<file path="src/rtl/cmult_rr_scheduler_if.sv">
// Stream bundle between the requester fabric, the shared complex multiplier and the
// round-robin scheduler. The scheduler uses the slave view; the environment drives the master view.
interface cmult_rr_scheduler_if #(
    parameter int NUM_CH         = 4,
    parameter int PORT_WIDTH_A   = 32,
    parameter int PORT_WIDTH_B   = 32,
    parameter int PORT_WIDTH_OUT = 64,
    parameter int CH_W           = (NUM_CH > 1) ? $clog2(NUM_CH) : 1
);
    // Requester side: one operand pair slot per channel
    logic [NUM_CH*PORT_WIDTH_A-1:0] s_axis_a_tdata;
    logic [NUM_CH*PORT_WIDTH_B-1:0] s_axis_b_tdata;
    logic [NUM_CH-1:0]              s_axis_tvalid;
    logic [NUM_CH-1:0]              s_axis_tready;

    // Operand streams toward the multiplier
    logic [PORT_WIDTH_A-1:0]        m_mult_a_tdata;
    logic                           m_mult_a_tvalid;
    logic                           m_mult_a_tready;
    logic [PORT_WIDTH_B-1:0]        m_mult_b_tdata;
    logic                           m_mult_b_tvalid;
    logic                           m_mult_b_tready;

    // Result stream from the multiplier
    logic [PORT_WIDTH_OUT-1:0]      s_mult_dout_tdata;
    logic                           s_mult_dout_tvalid;
    logic                           s_mult_dout_tready;

    // Tagged result stream back to the requesters
    logic [PORT_WIDTH_OUT-1:0]      m_axis_dout_tdata;
    logic [CH_W-1:0]                m_axis_dout_tuser;
    logic                           m_axis_dout_tvalid;
    logic                           m_axis_dout_tready;

    modport slave (
        input  s_axis_a_tdata, s_axis_b_tdata, s_axis_tvalid,
        output s_axis_tready,
        output m_mult_a_tdata, m_mult_a_tvalid,
        input  m_mult_a_tready,
        output m_mult_b_tdata, m_mult_b_tvalid,
        input  m_mult_b_tready,
        input  s_mult_dout_tdata, s_mult_dout_tvalid,
        output s_mult_dout_tready,
        output m_axis_dout_tdata, m_axis_dout_tuser, m_axis_dout_tvalid,
        input  m_axis_dout_tready
    );

    modport master (
        output s_axis_a_tdata, s_axis_b_tdata, s_axis_tvalid,
        input  s_axis_tready,
        input  m_mult_a_tdata, m_mult_a_tvalid,
        output m_mult_a_tready,
        input  m_mult_b_tdata, m_mult_b_tvalid,
        output m_mult_b_tready,
        output s_mult_dout_tdata, s_mult_dout_tvalid,
        input  s_mult_dout_tready,
        input  m_axis_dout_tdata, m_axis_dout_tuser, m_axis_dout_tvalid,
        output m_axis_dout_tready
    );
endinterface

</file>
<file path="src/rtl/cmult_rr_scheduler.sv">
// Round-robin sharing of one complex multiplier between NUM_CH requesters; a tag FIFO
// remembers the channel of each in-flight pair so in-order results can be labelled.
module cmult_rr_scheduler #(
    parameter int  NUM_CH          = 4,
    parameter int  PORT_WIDTH_A    = 32,
    parameter int  PORT_WIDTH_B    = 32,
    parameter int  PORT_WIDTH_OUT  = 64,
    parameter int  MAX_OUTSTANDING = 8,
    localparam int CH_W            = (NUM_CH > 1) ? $clog2(NUM_CH) : 1,
    localparam int OCW             = $clog2(MAX_OUTSTANDING) + 1
) (
    input  logic                  aclk,
    input  logic                  aresetn,
    cmult_rr_scheduler_if.slave   bus,
    output logic [OCW-1:0]        outstanding,
    output logic                  err_orphan
);

    localparam int              TAG_AW  = $clog2(MAX_OUTSTANDING);
    localparam int              PW      = TAG_AW + 1;
    localparam logic [OCW-1:0]  MAX_CNT = OCW'(MAX_OUTSTANDING);

    // Registered state
    logic                       en_q;
    logic                       a_pend_q, a_pend_d;
    logic                       b_pend_q, b_pend_d;
    logic [PORT_WIDTH_A-1:0]    a_q, a_d;
    logic [PORT_WIDTH_B-1:0]    b_q, b_d;
    logic [CH_W-1:0]            rr_q, rr_d;
    logic [OCW-1:0]             cnt_q, cnt_d;
    logic                       err_q, err_d;
    logic [CH_W-1:0]            tag_mem_q [MAX_OUTSTANDING];
    logic [CH_W-1:0]            tag_mem_d [MAX_OUTSTANDING];
    logic [PW-1:0]              wr_ptr_q, wr_ptr_d;
    logic [PW-1:0]              rd_ptr_q, rd_ptr_d;
    logic                       dout_valid_q, dout_valid_d;
    logic [PORT_WIDTH_OUT-1:0]  dout_data_q, dout_data_d;
    logic [CH_W-1:0]            dout_user_q, dout_user_d;

    // Combinational handshake / grant terms
    logic                       a_hs_s, b_hs_s, issue_free_s;
    logic                       gnt_any_s;
    logic [CH_W-1:0]            gnt_ch_s;
    logic [NUM_CH-1:0]          gnt_vec_s;
    logic                       dout_ready_s, res_hs_s, tag_empty_s;
    logic                       retire_s, orphan_s;

    // Handshake decode; readiness is held low until the first clock after reset release
    always_comb begin
        a_hs_s       = a_pend_q && bus.m_mult_a_tready;
        b_hs_s       = b_pend_q && bus.m_mult_b_tready;
        issue_free_s = !(a_pend_q && !a_hs_s) && !(b_pend_q && !b_hs_s);
        dout_ready_s = en_q && (!dout_valid_q || bus.m_axis_dout_tready);
        res_hs_s     = bus.s_mult_dout_tvalid && dout_ready_s;
        tag_empty_s  = (wr_ptr_q == rd_ptr_q);
        retire_s     = res_hs_s && !tag_empty_s;
        orphan_s     = res_hs_s && tag_empty_s;
    end

    // Round-robin search starting at rr_q; the count is compared as registered
    always_comb begin
        int idx;
        idx       = 0;
        gnt_any_s = 1'b0;
        gnt_ch_s  = CH_W'(0);
        gnt_vec_s = {NUM_CH{1'b0}};
        if (en_q && issue_free_s && (cnt_q < MAX_CNT)) begin
            for (int k = 0; k < NUM_CH; k++) begin
                idx = int'(rr_q) + k;
                if (idx >= NUM_CH) begin
                    idx = idx - NUM_CH;
                end else begin
                    idx = idx;
                end
                if (!gnt_any_s && bus.s_axis_tvalid[idx]) begin
                    gnt_any_s = 1'b1;
                    gnt_ch_s  = CH_W'(idx);
                end else begin
                    gnt_any_s = gnt_any_s;
                end
            end
        end else begin
            gnt_any_s = 1'b0;
        end
        if (gnt_any_s) begin
            gnt_vec_s[gnt_ch_s] = 1'b1;
        end else begin
            gnt_vec_s = {NUM_CH{1'b0}};
        end
    end

    // Issue register, rr pointer and tag push
    always_comb begin
        a_pend_d  = a_pend_q && !a_hs_s;
        b_pend_d  = b_pend_q && !b_hs_s;
        a_d       = a_q;
        b_d       = b_q;
        rr_d      = rr_q;
        wr_ptr_d  = wr_ptr_q;
        tag_mem_d = tag_mem_q;
        if (gnt_any_s) begin
            a_pend_d  = 1'b1;
            b_pend_d  = 1'b1;
            a_d       = bus.s_axis_a_tdata[gnt_ch_s*PORT_WIDTH_A +: PORT_WIDTH_A];
            b_d       = bus.s_axis_b_tdata[gnt_ch_s*PORT_WIDTH_B +: PORT_WIDTH_B];
            tag_mem_d[wr_ptr_q[TAG_AW-1:0]] = gnt_ch_s;
            wr_ptr_d  = wr_ptr_q + PW'(1);
            if (gnt_ch_s == CH_W'(NUM_CH - 1)) begin
                rr_d = CH_W'(0);
            end else begin
                rr_d = gnt_ch_s + CH_W'(1);
            end
        end else begin
            rr_d = rr_q;
        end
    end

    // Outstanding counter, tag pop, output register and orphan flag
    always_comb begin
        cnt_d        = cnt_q;
        rd_ptr_d     = rd_ptr_q;
        dout_valid_d = dout_valid_q;
        dout_data_d  = dout_data_q;
        dout_user_d  = dout_user_q;
        err_d        = err_q || orphan_s;
        case ({gnt_any_s, retire_s})
            2'b10:   cnt_d = cnt_q + OCW'(1);
            2'b01:   cnt_d = cnt_q - OCW'(1);
            default: cnt_d = cnt_q;
        endcase
        if (retire_s) begin
            rd_ptr_d     = rd_ptr_q + PW'(1);
            dout_valid_d = 1'b1;
            dout_data_d  = bus.s_mult_dout_tdata;
            dout_user_d  = tag_mem_q[rd_ptr_q[TAG_AW-1:0]];
        end else if (bus.m_axis_dout_tready) begin
            dout_valid_d = 1'b0;
        end else begin
            dout_valid_d = dout_valid_q;
        end
    end

    // State registers
    always_ff @(posedge aclk or negedge aresetn) begin
        if (!aresetn) begin
            en_q         <= 1'b0;
            a_pend_q     <= 1'b0;
            b_pend_q     <= 1'b0;
            a_q          <= {PORT_WIDTH_A{1'b0}};
            b_q          <= {PORT_WIDTH_B{1'b0}};
            rr_q         <= CH_W'(0);
            cnt_q        <= OCW'(0);
            err_q        <= 1'b0;
            tag_mem_q    <= '{default: CH_W'(0)};
            wr_ptr_q     <= PW'(0);
            rd_ptr_q     <= PW'(0);
            dout_valid_q <= 1'b0;
            dout_data_q  <= {PORT_WIDTH_OUT{1'b0}};
            dout_user_q  <= CH_W'(0);
        end else begin
            en_q         <= 1'b1;
            a_pend_q     <= a_pend_d;
            b_pend_q     <= b_pend_d;
            a_q          <= a_d;
            b_q          <= b_d;
            rr_q         <= rr_d;
            cnt_q        <= cnt_d;
            err_q        <= err_d;
            tag_mem_q    <= tag_mem_d;
            wr_ptr_q     <= wr_ptr_d;
            rd_ptr_q     <= rd_ptr_d;
            dout_valid_q <= dout_valid_d;
            dout_data_q  <= dout_data_d;
            dout_user_q  <= dout_user_d;
        end
    end

    assign bus.s_axis_tready      = gnt_vec_s;
    assign bus.m_mult_a_tdata     = a_q;
    assign bus.m_mult_a_tvalid    = a_pend_q;
    assign bus.m_mult_b_tdata     = b_q;
    assign bus.m_mult_b_tvalid    = b_pend_q;
    assign bus.s_mult_dout_tready = dout_ready_s;
    assign bus.m_axis_dout_tdata  = dout_data_q;
    assign bus.m_axis_dout_tuser  = dout_user_q;
    assign bus.m_axis_dout_tvalid = dout_valid_q;
    assign outstanding            = cnt_q;
    assign err_orphan             = err_q;

endmodule

</file>
<file path="src/flat_wrapper.sv">
// flat-port wrapper written by rule: the top's interface ports become plain ports
module cmult_rr_scheduler_flat 
#(
    parameter int  NUM_CH          = 4,
    parameter int  PORT_WIDTH_A    = 32,
    parameter int  PORT_WIDTH_B    = 32,
    parameter int  PORT_WIDTH_OUT  = 64,
    parameter int  MAX_OUTSTANDING = 8,
    localparam int CH_W            = (NUM_CH > 1) ? $clog2(NUM_CH) : 1,
    localparam int OCW             = $clog2(MAX_OUTSTANDING) + 1
)
  (aclk, aresetn, outstanding, err_orphan, bus_s_axis_a_tdata, bus_s_axis_b_tdata, bus_s_axis_tvalid, bus_s_axis_tready, bus_m_mult_a_tdata, bus_m_mult_a_tvalid, bus_m_mult_a_tready, bus_m_mult_b_tdata, bus_m_mult_b_tvalid, bus_m_mult_b_tready, bus_s_mult_dout_tdata, bus_s_mult_dout_tvalid, bus_s_mult_dout_tready, bus_m_axis_dout_tdata, bus_m_axis_dout_tuser, bus_m_axis_dout_tvalid, bus_m_axis_dout_tready);
  cmult_rr_scheduler_if #(.NUM_CH(NUM_CH), .PORT_WIDTH_A(PORT_WIDTH_A), .PORT_WIDTH_B(PORT_WIDTH_B), .PORT_WIDTH_OUT(PORT_WIDTH_OUT)) bus_i ();
  input  logic aclk;
  input  logic aresetn;
  output logic [OCW-1:0] outstanding;
  output logic err_orphan;
  input wire logic [$bits(bus_i.s_axis_a_tdata)-1:0] bus_s_axis_a_tdata;
  input wire logic [$bits(bus_i.s_axis_b_tdata)-1:0] bus_s_axis_b_tdata;
  input wire logic [$bits(bus_i.s_axis_tvalid)-1:0] bus_s_axis_tvalid;
  output wire logic [$bits(bus_i.s_axis_tready)-1:0] bus_s_axis_tready;
  output wire logic [$bits(bus_i.m_mult_a_tdata)-1:0] bus_m_mult_a_tdata;
  output wire logic [$bits(bus_i.m_mult_a_tvalid)-1:0] bus_m_mult_a_tvalid;
  input wire logic [$bits(bus_i.m_mult_a_tready)-1:0] bus_m_mult_a_tready;
  output wire logic [$bits(bus_i.m_mult_b_tdata)-1:0] bus_m_mult_b_tdata;
  output wire logic [$bits(bus_i.m_mult_b_tvalid)-1:0] bus_m_mult_b_tvalid;
  input wire logic [$bits(bus_i.m_mult_b_tready)-1:0] bus_m_mult_b_tready;
  input wire logic [$bits(bus_i.s_mult_dout_tdata)-1:0] bus_s_mult_dout_tdata;
  input wire logic [$bits(bus_i.s_mult_dout_tvalid)-1:0] bus_s_mult_dout_tvalid;
  output wire logic [$bits(bus_i.s_mult_dout_tready)-1:0] bus_s_mult_dout_tready;
  output wire logic [$bits(bus_i.m_axis_dout_tdata)-1:0] bus_m_axis_dout_tdata;
  output wire logic [$bits(bus_i.m_axis_dout_tuser)-1:0] bus_m_axis_dout_tuser;
  output wire logic [$bits(bus_i.m_axis_dout_tvalid)-1:0] bus_m_axis_dout_tvalid;
  input wire logic [$bits(bus_i.m_axis_dout_tready)-1:0] bus_m_axis_dout_tready;
  assign bus_i.s_axis_a_tdata = bus_s_axis_a_tdata;
  assign bus_i.s_axis_b_tdata = bus_s_axis_b_tdata;
  assign bus_i.s_axis_tvalid = bus_s_axis_tvalid;
  assign bus_s_axis_tready = bus_i.s_axis_tready;
  assign bus_m_mult_a_tdata = bus_i.m_mult_a_tdata;
  assign bus_m_mult_a_tvalid = bus_i.m_mult_a_tvalid;
  assign bus_i.m_mult_a_tready = bus_m_mult_a_tready;
  assign bus_m_mult_b_tdata = bus_i.m_mult_b_tdata;
  assign bus_m_mult_b_tvalid = bus_i.m_mult_b_tvalid;
  assign bus_i.m_mult_b_tready = bus_m_mult_b_tready;
  assign bus_i.s_mult_dout_tdata = bus_s_mult_dout_tdata;
  assign bus_i.s_mult_dout_tvalid = bus_s_mult_dout_tvalid;
  assign bus_s_mult_dout_tready = bus_i.s_mult_dout_tready;
  assign bus_m_axis_dout_tdata = bus_i.m_axis_dout_tdata;
  assign bus_m_axis_dout_tuser = bus_i.m_axis_dout_tuser;
  assign bus_m_axis_dout_tvalid = bus_i.m_axis_dout_tvalid;
  assign bus_i.m_axis_dout_tready = bus_m_axis_dout_tready;
  cmult_rr_scheduler #(.NUM_CH(NUM_CH), .PORT_WIDTH_A(PORT_WIDTH_A), .PORT_WIDTH_B(PORT_WIDTH_B), .PORT_WIDTH_OUT(PORT_WIDTH_OUT), .MAX_OUTSTANDING(MAX_OUTSTANDING)) u_core (.aclk(aclk), .aresetn(aresetn), .bus(bus_i), .outstanding(outstanding), .err_orphan(err_orphan));
endmodule
</file>
<file path="config.mk">
export PLATFORM = sky130hd
export DESIGN_NAME = cmult_rr_scheduler_flat
export DESIGN_NICKNAME = d
export VERILOG_FILES = /design/src/rtl/cmult_rr_scheduler_if.sv /design/src/rtl/cmult_rr_scheduler.sv /design/src/flat_wrapper.sv
export SDC_FILE = /design/constraint.sdc
export NUM_CORES = 1
export LEC_CHECK = 0
export BUFFER_PORTS_ARGS = -buffer_cell sky130_fd_sc_hd__buf_2
export CAP_MARGIN = 20
export CORE_AREA = 2 2 183 185
export DETAILED_ROUTE_END_ITERATION = 8
export DIE_AREA = 0 0 185 187
export GPL_TIMING_DRIVEN = 0
export PLACE_DENSITY = 0.62
export SYNTH_ARGS = -nofsm -noshare
export SYNTH_HDL_FRONTEND = slang
export SYNTH_SLANG_ARGS = --single-unit
</file>
<file path="constraint.sdc">
create_clock -name aclk -period 4.6 [get_ports aclk]
set_input_delay 0.92 -clock aclk [delete_from_list [all_inputs] [get_ports aclk]]
set_output_delay 0.92 -clock aclk [all_outputs]
set_load 0.005 [all_outputs]
</file>
==> metrics list <==
- In the final routed layout, each cell accounts on average for roughly 21 µm.
* Clock latency of the later-clocked register in the worst-skew pair: approximately 440 ps
- Counting along the longest clock path gives a buffer depth of 2.
- Maximum clock rate: between 0.2 and 0.25 GHz
- For the pin with the worst max-slew slack, the measured transition is 908.9 ps.
* Critical path launch point type: primary input
- Worst supply voltage drop on vdd: 247.8 µV
* Synth warnings: 0
* Count of flip-flops with a built-in enable after synthesis: 0
- For this run, design rule violations remaining after detail routing come to 0.
* Uppermost layer routed: met5
- Path type of the worst setup path: primary input to primary output
- For the worst flop-to-flop path, the logic depth is 13.
- In the final layout, the share of cells above drive strength 1 is about half.
- Using the TritonRoute via totals, the vias-per-cell ratio works out to between 5 and 6.
- Post-Syn Instances: about 740
* Met2 routed WL: 16790 µm
* Number of antenna violations at the first check in global routing: 14
* Detailed-route via count: between 8000 and 9000
- The final layout contains routed wiring with a total length of 35230 µm.
- The worst register-to-register path has a setup slack of about 1500 ps.
- Post-synth cell types: 49
- Proportion of total power due to net switching: approximately two fifths
- Detailed routing placed a total of between 3000 and 4000 µm of wire on met3.
- The H-tree was split into 4 levels.
* Clock tree from TritonCTS: yes
- The number of global-route vias before repair came to 8783.
- The first global-routing pass estimated ~51000 µm of wire.
- In this run the horizontal extent of the chip is around 190 µm.
- The detail route stage leaves a number of antenna-violating nets equal to 0.
- Buffer type at the clock tree root: clkbuf_16
- STA classifies the critical path endpoint as a primary output.
- Asr flop ratio synth: 100.0%
* Boundary Pins: approximately 470
- During placement, the flow inserted port buffers numbering about 470.
- Post-CTS Setup Repair Bufs: 0
- Std-Cell Core Area: between 30000 and 40000 µm²
- Run status: completed
- Starting density of the core: a little over a quarter
- Adder-cell share of the synthesized area: under 10%
* Part of the total power dissipated in sequential elements: approximately a third
* Pwr per Cell Area: just under 600 nW/µm²
- Largest clock skew in the final design: about 14 ps
* Static Leak: a little under 6 nW
- Max transition margin: roughly 39%
- The final critical path takes up between 90 and 100% of the cycle.
* Worst flop-to-flop path startpoint: u_core.outstanding[3]
- Synthesis produced a netlist with a net count of roughly 1100.
- Synthesized flop and latch total: about 170
- Measured along the y axis, the die boundary spans approximately 190 µm.
- After detailed routing, the wire length on met1 is about 14000 µm.
- The count of final max-slew check failures is 0.
* Critical path fanouts, max: 10
* Synth-to-Final Area Change: 40.73%
* Sequential area share after synthesis: 47.38%
- Synthesized cell area: just under 9000 µm²
- Comb power frac: 44.5%
- Final number of hold-violating endpoints: 0
- Share of the synthesized area in compound gates (AO/OA/AOI/OAI): a little over a quarter
- Worst min path class: primary input to async pin
- Entering global routing, the biggest net connects around 100 pins.
- After synthesis, the largest family of logic cells by area is compound AO/OA/AOI/OAI gates.
- Total power for the finished layout comes to 7.211 mW.
* Setup repair after global routing missed its margin: no
- The number of placed instances, taps included, is roughly 1700.
- Max capacitance violation total: 0
- Basic-gate share of the synthesized area counting and, or, nand and nor cells: under 10%
* Nets: between 1500 and 2000
- Routability-driven placement finished with a final weighted congestion of between 0.8 and 0.9.
* Leading register cell type out of synthesis: dfrtp_1
- The first detailed-routing pass ran for 5 iterations.
- Clock tree sinks: about 170
- Total overflow reported by the global router: 0
- At the end of the flow the core is filled with cells to about 37%.
* Cells resized by post-CTS repair: 0
- Of the total power, the clock network draws between 20% and 30%.
- The first routing iteration left 540 violations.
* Clk pin slew, worst setup/hold paths: approximately 70 ps
- Cts hold-fix bufs: 0
- Mean instance size in the synthesized netlist: 11.73 µm²
- The die covers 34600 µm².
* Non-filler cells, final: 1700
- Setup violations remaining at the end of the flow were counted as 0.
* Proportion of synthesized area in mux cells: between 10 and 15%
- Subtracting the final worst setup slack from the clock period gives approximately 4300 ps.
- The synthesized netlist devotes 1.508% of its cell area to XOR and XNOR gates.
- STA puts the critical path data required time at around 3700 ps.
- Summed over all nets, the switching power comes to approximately 2.8 mW.
- The internal power of the cells totals 4.436 mW.
- Final HPWL from detailed placement: ~27000 µm
- Number of rows created at floorplan: 67
- At the worst endpoint, the arrival time is approximately 3400 ps.
* End of the worst register-to-register path: u_core.outstanding[2]
* TritonCTS Buffers: 17
* Global-route usage over all layers: 19.70%
placed cells by master (no fill, tap or decap), types with 2 or more instances in the layout:
cell        count
buf_2         505
dfrtp_1       165
mux2_2         81
o211ai_1       64
o21bai_1       49
a32oi_1        49
a22oi_1        48
o2111ai_1      48
nand2_1        34
clkbuf_1       28
mux2i_1        19
clkbuf_16      17
o221ai_1       16
buf_4          14
xnor2_1        10
ha_1            9
nand2b_1        6
and2_1          6
diode_2         5
nor2b_1         5
a21oi_1         5
nor2_1          5
xor2_1          5
inv_1           5
inv_6           5
mux4_2          4
clkinvlp_4      4
nand4_1         3
inv_8           3
nor4_1          2
nand3_1         2
or2_1           2
nand4b_1        2
nor4b_2         2
buf_1           2
through the flow:
stage          hold slack [ps]  instance area (µm²)  setup TNS [ps]  setup WS, ps
6_report                 419.7                12260               0         267.9
5_1_grt                  445.8                12250               0         123.3
4_1_cts                  422.8                12250               0         235.6
3_5_place_dp             481.2                11670               0         244.9
3_3_place_gp             478.3                11640          -23980        -175.4
2_1_floorplan            452.4                 8715               0          1300
metal layers:
layer	vias up	global-route usage, %
met5	-	0
met4	20	9.219
met3	93	6.484
met2	527	32.86
met1	4194	22.74
li1	3979	-
state kept, by name (all words and copies together) (netlist names):
| signal | flops |
|---|---|
| u_core.bus.m_axis_dout_tvalid | 1 |
| u_core.bus.m_mult_a_tdata | 32 |
| u_core.en_q | 1 |
| u_core.err_orphan | 1 |
| u_core.tag_mem_q | 16 |
| u_core.wr_ptr_q | 4 |
| u_core.bus.m_mult_a_tvalid | 1 |
| u_core.bus.m_mult_b_tdata | 32 |
| u_core.rr_q | 2 |
| u_core.bus.m_axis_dout_tuser | 2 |
| u_core.outstanding | 4 |
| u_core.rd_ptr_q | 4 |
| u_core.bus.m_axis_dout_tdata | 64 |
| u_core.bus.m_mult_b_tvalid | 1 |
worst max-delay path: stages:
cell	delay, ps
buf_2	70
nand2b_1	120
and4b_1	370
nor2b_1	180
buf_2	220
buf_4	270
clkbuf_1	480
nand2_1	200
inv_1	130
ha_1	180
and2_1	130
buf_2	120
worst max path at each step:
stage	from	end	cells after the start
after floorplan	bus_m_mult_b_tready	bus_s_axis_tready[3]	10
after global placement	aresetn	u_core.bus.m_mult_a_tdata[23]	1
after detailed placement	bus_m_mult_b_tready	bus_s_axis_tready[3]	12
after CTS	bus_m_mult_b_tready	bus_s_axis_tready[3]	12
after global routing	bus_m_mult_a_tready	bus_s_axis_tready[3]	12
final	bus_m_mult_b_tready	bus_s_axis_tready[3]	12
power groups by stage:
stage | logic (mW) | clock network (mW) | registers (mW)
after floorplan | 1.76 | 0 | 2.57
after global placement | 3.19 | 0 | 2.56
after detailed placement | 3.24 | 0 | 2.56
after CTS | 3.24 | 1.50 | 2.55
after global routing | 3.52 | 1.55 | 2.63
final | 3.21 | 1.45 | 2.55
Yosys cell counts (all sizes together) (9+ instances only):
library cell | instances | share of area (%)
a22oi | 48 | 4.1
a32oi | 49 | 4.9
buf | 51 | 3.4
clkbuf | 29 | 1.3
dfrtp | 165 | 47
ha | 9 | 1.3
mux2 | 82 | 11
mux2i | 19 | 2.2
nand2 | 34 | 1.5
o2111ai | 48 | 4.8
o211ai | 64 | 5.5
o21bai | 49 | 4.2
o221ai | 16 | 1.6
xnor2 | 10 | 1.0
layout make-up:
class / count / area, µm²
antenna: 5 / 12.51
buffer: 80 / 404.1
multi-input combinational: 492 / 4159
tap: 448 / 560.5
fill: 3374 / 20600
clock inverter: 13 / 137.6
timing repair buffer: 473 / 2400
inverter: 6 / 22.52
sequential: 165 / 4129
clock buffer: 18 / 439.2
cells by family (layout without fill, tap and decap cells):
| family | Yosys count | count (layout) |
|---|---|---|
| simple gates | 75 | 75 |
| fa+ha+maj | 9 | 9 |
| buf+inv | 86 | 590 |
| other cells | 1 | 6 |
| compound gates | 287 | 287 |
| mux | 105 | 105 |
| flops | 165 | 165 |
| xor+xnor | 15 | 15 |
Power figures use the tool's default switching activity.
